File: config.mk
export PLATFORM = sky130hd
export DESIGN_NAME = lut_bank
export DESIGN_NICKNAME = d
export VERILOG_FILES = /design/src/rtl/lut_bank_pkg.sv /design/src/rtl/lut_bank_cfg_fsm.sv /design/src/rtl/lut_bank.sv
export SDC_FILE = /design/constraint.sdc
export NUM_CORES = 1
export LEC_CHECK = 0
export CAP_MARGIN = 20
export CORE_ASPECT_RATIO = 0.7
export CORE_MARGIN = 3
export CORE_UTILIZATION = 60
export CTS_BUF_LIST = sky130_fd_sc_hd__clkbuf_8
export CTS_CLUSTER_DIAMETER = 50
export DETAILED_ROUTE_END_ITERATION = 7
export PLACE_DENSITY = 0.79
export SLEW_MARGIN = 5
export SYNTH_ARGS = -nofsm -noshare
export SYNTH_HDL_FRONTEND = slang
export SYNTH_SLANG_ARGS = --single-unit
File: constraint.sdc
create_clock -name clk -period 6.1 [get_ports clk]
set_input_delay 0.915 -clock clk [delete_from_list [all_inputs] [get_ports clk]]
set_output_delay 0.915 -clock clk [all_outputs]
set_load 0.02 [all_outputs]
File: src/rtl/lut_bank_pkg.sv
// Shared types and sizing helpers for the lut_bank programmable truth-table bank.
package lut_bank_pkg;

    typedef enum logic [1:0] {IDLE, LOAD, COMMIT} cfg_state_t;

    // Ceiling log2 with a minimum of 1, so select/index ports never collapse to zero width.
    function automatic int unsigned clog2(input int unsigned n);
        int unsigned r;
        r = 1;
        while ((32'd1 << r) < n) r = r + 1;
        return r;
    endfunction

    function automatic int unsigned beats(input int unsigned n_in, input int unsigned cfg_w);
        return (32'd1 << n_in) / cfg_w;
    endfunction

endpackage

File: src/rtl/lut_bank_cfg_fsm.sv
// Config loader control: valid/ready handshake, beat counter, target latch, abort and commit strobe.
module lut_bank_cfg_fsm
    import lut_bank_pkg::*;
#(
    parameter int unsigned BEATS = 4,
    parameter int unsigned SEL_W = 3,
    parameter int unsigned CNT_W = 2
) (
    input  logic             clk,
    input  logic             reset,
    input  logic             cfg_valid,
    input  logic             cfg_abort,
    input  logic [SEL_W-1:0] cfg_sel,
    output logic             cfg_ready,
    output logic             cfg_done,
    output logic             beat_we,
    output logic [CNT_W-1:0] beat_idx,
    output logic [SEL_W-1:0] sel
);

    localparam logic [CNT_W-1:0] LAST = CNT_W'(BEATS - 1);

    cfg_state_t       state_q, state_d;
    logic [CNT_W-1:0] cnt_q, cnt_d;
    logic [SEL_W-1:0] sel_q, sel_d;
    logic             accept;

    // A beat offered together with abort is refused.
    assign cfg_ready = (state_q != COMMIT) && !cfg_abort;
    assign accept    = cfg_valid && cfg_ready;

    always_comb begin
        state_d = state_q;
        cnt_d   = cnt_q;
        sel_d   = sel_q;
        unique case (state_q)
            IDLE: begin
                if (cfg_abort) begin
                    cnt_d = '0;
                end else if (accept) begin
                    sel_d = cfg_sel;
                    if (BEATS == 1) begin
                        state_d = COMMIT;
                        cnt_d   = '0;
                    end else begin
                        state_d = LOAD;
                        cnt_d   = CNT_W'(1);
                    end
                end
            end
            LOAD: begin
                if (cfg_abort) begin
                    state_d = IDLE;
                    cnt_d   = '0;
                end else if (accept) begin
                    if (cnt_q == LAST) begin
                        state_d = COMMIT;
                        cnt_d   = '0;
                    end else begin
                        cnt_d = cnt_q + CNT_W'(1);
                    end
                end
            end
            COMMIT:  state_d = IDLE;
            default: state_d = IDLE;
        endcase
    end

    always_ff @(posedge clk) begin
        if (reset) begin
            state_q <= IDLE;
            cnt_q   <= '0;
            sel_q   <= '0;
        end else begin
            state_q <= state_d;
            cnt_q   <= cnt_d;
            sel_q   <= sel_d;
        end
    end

    assign cfg_done = (state_q == COMMIT);
    assign beat_we  = accept;
    assign beat_idx = cnt_q;
    assign sel      = sel_q;

endmodule

File: src/rtl/lut_bank.sv
// Bank of N_OUT runtime-loadable N_IN-input LUTs with shadow+commit reload and registered outputs.
// Optional committed-table readback port enabled by defining LUT_READBACK_EN.
module lut_bank
    import lut_bank_pkg::*;
#(
    parameter int unsigned N_IN  = 5,
    parameter int unsigned N_OUT = 8,
    parameter int unsigned CFG_W = 8
) (
    input  logic                                   clk,
    input  logic                                   reset,
    input  logic                                   in_valid,
    input  logic [N_IN-1:0]                        in_vec,
    output logic                                   out_valid,
    output logic [N_OUT-1:0]                       out_vec,
    input  logic                                   cfg_valid,
    output logic                                   cfg_ready,
    input  logic [clog2(N_OUT)-1:0]                cfg_sel,
    input  logic [CFG_W-1:0]                       cfg_data,
    input  logic                                   cfg_abort,
    output logic                                   cfg_done,
    input  logic [clog2(N_OUT)-1:0]                rd_sel,
    input  logic [clog2(beats(N_IN, CFG_W))-1:0]   rd_idx,
    output logic [CFG_W-1:0]                       rd_data
);

    localparam int unsigned DEPTH = 32'd1 << N_IN;
    localparam int unsigned BEATS = beats(N_IN, CFG_W);
    localparam int unsigned SEL_W = clog2(N_OUT);
    localparam int unsigned CNT_W = clog2(BEATS);

    logic [DEPTH-1:0] lut_q [N_OUT];
    logic [DEPTH-1:0] shadow_q;
    logic [N_OUT-1:0] eval_d, out_vec_q;
    logic             out_valid_q;
    logic             beat_we;
    logic [CNT_W-1:0] beat_idx;
    logic [SEL_W-1:0] sel;

    lut_bank_cfg_fsm #(
        .BEATS (BEATS),
        .SEL_W (SEL_W),
        .CNT_W (CNT_W)
    ) u_cfg_fsm (
        .clk       (clk),
        .reset     (reset),
        .cfg_valid (cfg_valid),
        .cfg_abort (cfg_abort),
        .cfg_sel   (cfg_sel),
        .cfg_ready (cfg_ready),
        .cfg_done  (cfg_done),
        .beat_we   (beat_we),
        .beat_idx  (beat_idx),
        .sel       (sel)
    );

    always_comb begin
        eval_d = '0;
        for (int j = 0; j < int'(N_OUT); j++) begin
            eval_d[j] = lut_q[j][in_vec];
        end
    end

    // Eval and commit share an edge, so an eval in the commit cycle still sees the old table.
    always_ff @(posedge clk) begin
        if (reset) begin
            shadow_q    <= '0;
            out_vec_q   <= '0;
            out_valid_q <= 1'b0;
            for (int j = 0; j < int'(N_OUT); j++) begin
                lut_q[j] <= '0;
            end
        end else begin
            if (beat_we) begin
                shadow_q[beat_idx*CFG_W +: CFG_W] <= cfg_data;
            end
            if (cfg_done) begin
                for (int j = 0; j < int'(N_OUT); j++) begin
                    if (sel == SEL_W'(j)) lut_q[j] <= shadow_q;
                end
            end
            out_valid_q <= in_valid;
            if (in_valid) out_vec_q <= eval_d;
        end
    end

    assign out_vec   = out_vec_q;
    assign out_valid = out_valid_q;

`ifdef LUT_READBACK_EN
    logic [CFG_W-1:0] rd_d, rd_q;

    // Select by comparison so a non-power-of-two bank returns 0 for unused codes.
    always_comb begin
        rd_d = '0;
        for (int j = 0; j < int'(N_OUT); j++) begin
            if (rd_sel == SEL_W'(j)) rd_d = lut_q[j][rd_idx*CFG_W +: CFG_W];
        end
    end

    always_ff @(posedge clk) begin
        if (reset) rd_q <= '0;
        else       rd_q <= rd_d;
    end

    assign rd_data = rd_q;
`else
    logic unused_rd;
    assign unused_rd = ^{rd_sel, rd_idx};
    assign rd_data   = '0;
`endif

endmodule

* Word level (Yosys, flattened, before mapping)
Memories as Yosys holds them, arrays and structs flattened.
Index checks and enable logic that the tools add are counted.
W data, S select, Z words.
** Operators by class
- Add/sub/neg operators :: 2
- Reductions and logical operators :: 9
- Shift operators :: 2
- Bitwise operators :: 9
- Magnitude comparators :: 1
- Equal/unequal tests :: 16
- Muxes and demuxes :: 70
** Operators by type and width (number)
- $mux W32 :: 8
- $mux W1 :: 42
- $bmux W1 S5 :: 8
- $neg A5 Y34 :: 1
- $shift A8 B34 Y32 const A :: 1
- $shiftx A8 B34 Y32 :: 1
- $bwmux W32 :: 1
- $mux W2 :: 9
- $eq A3 B3 Y1 const B :: 4
- $or A1 B1 Y1 :: 8
- $pmux W2 S2 :: 2
- $eq A3 B2 Y1 const B :: 2
- $lt A5 B6 Y1 const B :: 1
- $ne A2 B2 Y1 const B :: 3
- $ne A3 B3 Y1 const B :: 2
- $reduce_and A3 Y1 :: 2
- $eq A2 B2 Y1 const B :: 2
- $reduce_and A4 Y1 :: 1
- $eq A3 B1 Y1 const B :: 1
- $logic_not A3 Y1 :: 1
- $ne A3 B2 Y1 const B :: 1
- $add A2 B1 Y2 const B :: 1
- $eq A2 B1 Y1 const B :: 1
- $logic_and A1 B1 Y1 :: 2
- 4 further kinds :: 4
** Word-level totals
- Word-level logic and storage cells :: 116
- Memories kept :: 1
- Output and inout port bits :: 19
- Flip-flop bits (word level) :: 48
- Memory bits (writable) :: 256
** Memory list
- lut_q :: depth 8, width 32, read ports 8, clocked after memory_dff 0, write ports 8, line lut_bank.sv:32 : logic [DEPTH-1:0] lut_q [N_OUT];

* Longest topological paths before layout
- Depth after elaboration :: 6
- Depth in mapped cells :: 7
- Mapped depth without buffers :: 6

* Cells and area by module
From an unflattened synthesis, not the netlist that was laid out.
** Second synthesis, totals
- Cells, all modules :: 988
- Area, all modules :: 12937.4 µm²
** By module, submodules not included
- lut_bank :: times used 1, cells each 952, area each 12574.6 µm²
- lut_bank_cfg_fsm :: times used 1, cells each 36, area each 362.8 µm²

* Least setup slack after synthesis
No wires, ideal clock.
- Path type :: input to register
- Start :: input port reset
- End :: memory lut_q[0][0] in the netlist's numbering, enable pin
- Slack :: 3.239 ns
- Data arrival time :: 2.467 ns
- Data required time :: 5.706 ns
- Stages on the path :: 4
- Cell sequence :: clkbuf_1 -> clkbuf_1 -> clkbuf_1 -> nand2b_1
** RTL lines
- start, declared :: line lut_bank.sv:11 : input logic reset,
- end, declared :: line lut_bank.sv:32

* Final worst setup path
- Start :: input port cfg_abort
- End :: output port cfg_ready
** Between the ends
- Word-level cells in the longest chain between the ends :: 2
** Ends and longest elaborated chain
- start, declared :: line lut_bank.sv:20 : input logic cfg_abort,
- $logic_not A1 Y1 :: line lut_bank_cfg_fsm.sv:29 : assign cfg_ready = (state_q != COMMIT) && !cfg_abort;
- $logic_and A1 B1 Y1 :: line lut_bank_cfg_fsm.sv:29
- end, declared :: line lut_bank.sv:17 : output logic cfg_ready,
Every way passes these cells.

==> results.py <==
metrics = {
    "outcome": {
        "run_status": "finished clean",
    },
    "routing": {
        "routed_wire_length_per_instance_um": 19.14,
        "dr_total_vias": 7882,
        "postRouteAntennaNets": 0,
        "drc": 0,
        "viasPerCell": 5.791,
        "initialDrtViolationCount": 732,
        "dr.pass1.iters": 7,
        "drt_wirelength_um": 26050,
    },
    "floorplanning": {
        "fp.dieH_um": 129.6,
        "die_area_sq_mm": 0.02366,
        "core_region_area_sq_mm": 0.02109,
        "num_rows": 44,
        "fp.dieW_um": 182.6,
        "initial_utilization_pct": 62.09,
        "num_io_pins": 45,
    },
    "global_routing": {
        "grt_antenna_before_repair": 0,
        "grt_use_total_pct": 22.20,
        "grt_pass1_vias": 7404,
        "grt_max_degree": 95,
        "grt_first_pass_wirelength_um": 40750,
        "globalRouteOverflowTotal": 0,
    },
    "finish": {
        "fill_cells": 1519,
        "ant_diodes": 0,
        "share_of_layout_cells_above_drive_strength_1_pct": 8.203,
        "layoutNonFillerInstCount": 1361,
        "final_nets": 1082,
        "synthToLayoutAreaGrowth_pct": 9.289,
    },
    "clocking": {
        "cts_hold_buf": 0,
        "post_cts.repair.setup_buffers": 0,
        "htree_levels": 2,
        "cts_tree": "yes",
        "clock_latency_ns": 0.55,
        "clk_root_buffer_cell": "sky130_fd_sc_hd__clkbuf_8",
        "cts-buffers-inserted": 45,
        "cts.sinks": 304,
        "clock_path_buffers": 3,
        "cts_resized": 0,
        "clk_pin_slew_ns": 0.06,
    },
    "timing": {
        "setup_viol": 0,
        "timing.setup.tns_ns": 0,
        "finalMaxSlewViolations": 0,
        "max_slew_margin_vs_limit_pct": 29.85,
        "rsz_0062_raised_after_global_routing": "false",
        "final.period_utilization_pct": 51.36,
        "maxClockFrequency_mhz": 319.2,
        "setup_skew_after_layout_ns": 0.02851,
        "final-hold-violation-count": 0,
        "final_period_minus_worst_setup_slack_ns": 3.133,
        "worstMarginPinSlew_ns": 1.052,
    },
    "synthesis": {
        "post_synth.cell_area_avg_sq_um": 12.50,
        "yosys_most_used_dff": "sky130_fd_sc_hd__edfxtp_1",
        "synth_sequential_area_ratio_pct": 66.06,
        "syn-cell-area_sq_mm": 0.01309,
        "synth.lib_cells_used.distinct": 31,
        "synth-seq-cells": 304,
        "postSynth.asyncResetShare_pct": 0,
        "yosys_warnings": 0,
        "synth_enable_flop_cells": 256,
        "post_synth_inst_count": 1047,
    },
    "power": {
        "power.density_cell_area_mw_per_mm2": 289.5,
        "vdd_drop_max_v": 0.0001826,
        "leakagePower_nw": 5.607,
    },
    "place": {
        "gp_congestion": 0.8453,
        "numPlacedInstances": 1279,
        "dp_hpwl_um": 17060,
        "placement.io_buffers": 31,
    },
    "run": {
        "maxCapViolations": 0,
    },
    "worst_hold_path": {
        "min_path_type": "reg2reg",
    },
    "worst_setup_path": {
        "critical_path.max_fanout": 8,
        "critPathArrivalTime_ns": 2.22,
        "required_ns": 5.18,
        "worst_setup_path_category": "in2out",
        "crit_path_start_kind": "input pin",
        "worst_setup_end_kind": "primary output",
    },
}
==> sequential cells by signal (all words and copies together), names as in the netlist <==
signal	cells
lut_q	256
shadow_q	32
out_vec	8
u_cfg_fsm.sel	3
u_cfg_fsm.beat_idx	2
u_cfg_fsm.state_q	2
out_valid	1
==> critical path, cell delays in order <==
cell                              delay [ns]
sky130_fd_sc_hd__clkdlybuf4s50_1        0.54
sky130_fd_sc_hd__nor2_1                 0.15
sky130_fd_sc_hd__clkdlybuf4s50_1        0.61
==> cells in the mapped netlist, drive strengths merged, types with 2 or more instances <==
cell	number	area (sq um)
edfxtp	256	7687
nor2	214	803.3
mux2i	154	1541
clkbuf	76	285.3
a22oi	64	480.5
dfxtp	48	960.9
nand2b	40	250.2
a21oi	37	185.2
inv	36	135.1
nand2	34	127.6
buf	25	198.9
nand3	9	45.04
a211oi	8	60.06
o21ai	8	40.04
or4	8	60.06
ha	6	75.07
nor2b	4	25.02
and2	3	18.77
nor4	3	18.77
a31o	2	17.52
and3	2	12.51
nor3	2	10.01
nor4b	2	17.52
or2	2	12.51
==> report_power, final <==
| part | total (mW) | switching (mW) | internal [mW] |
|---|---|---|---|
| Combinational | 0.258 | 0.159 | 0.0983 |
| Clock | 1.55 | 0.744 | 0.803 |
| Sequential | 2.34 | 0.0228 | 2.31 |
==> placed cells by master, fill, tap and decap left out, types with 34 or more instances in the layout <==
master | synthesis | layout
sky130_fd_sc_hd__mux2i_1 | 154 | 154
sky130_fd_sc_hd__dfxtp_1 | 48 | 48
sky130_fd_sc_hd__clkbuf_8 | 0 | 54
sky130_fd_sc_hd__nand2_1 | 34 | 34
sky130_fd_sc_hd__nor2_1 | 214 | 213
sky130_fd_sc_hd__inv_1 | 36 | 55
sky130_fd_sc_hd__edfxtp_1 | 256 | 256
sky130_fd_sc_hd__a22oi_1 | 64 | 64
sky130_fd_sc_hd__a21oi_1 | 37 | 37
sky130_fd_sc_hd__nand2b_1 | 40 | 40
==> kinds of logic after synthesis <==
| logic type | synth area share, % |
|---|---|
| and+or+nand+nor | 10.81 |
| DFF | 66.06 |
| muxes | 11.77 |
| buffers and inverters | 4.730 |
| AOI/OAI and AO/OA | 6.030 |
| adders and majority gates | 0.5734 |
| other | 0.02864 |
==> cell type report <==
| class | count | area (sq um) | share of cell area [%] |
|---|---|---|---|
| clock buffers | 54 | 743.2 | 5.194 |
| clock inverters | 28 | 121.4 | 0.8482 |
| inverters | 36 | 135.1 | 0.9444 |
| multi-input cells | 613 | 3859 | 26.97 |
| flip-flops and latches | 304 | 8648 | 60.44 |
| well taps | 276 | 345.3 | 2.413 |
| repair buffers | 50 | 456.7 | 3.192 |
==> metal layers <==
layer | vias up | part of all wire, % | track usage [%]
li1 | 3710 | - | -
met4 | 0 | 1.8 | 5.327
met3 | 49 | 9.2 | 3.984
met5 | - | 0 | 0
met1 | 3808 | 46 | 34.84
met2 | 315 | 43 | 32.53
==> worst paths after layout <==
check / startpoint / endpoint / slack [ns] / depth (start not counted)
max reg2reg: u_cfg_fsm.state_q[1]$_SDFFE_PP0P_ / lut_q[0][53]$_SDFFCE_PN0P_ / 3.56 / 6
min: out_vec[7]$_SDFFE_PP0P_ / out_vec[7]$_SDFFE_PP0P_ / 0.49 / 2
min reg2reg: out_vec[7]$_SDFFE_PP0P_ / out_vec[7]$_SDFFE_PP0P_ / 0.49 / 2
max: cfg_abort / cfg_ready / 2.97 / 3
==> metrics by stage <==
step                      setup WS, ns  area [sq um]  power, mW  hold slack (ns)  utilization (%)
final                            2.967         14310      4.142           0.4906            67.86
after global routing             2.920         14310      4.288           0.5172            67.86
after global placement           2.812         13430      2.627           0.4754            63.71
after floorplan                  3.239         13120      2.559           0.4661                -
after detailed placement         2.692         13440      2.637           0.4825            63.76
after CTS                        2.972         14310      4.162           0.4907            67.86
Power figures use the tool's default switching activity.
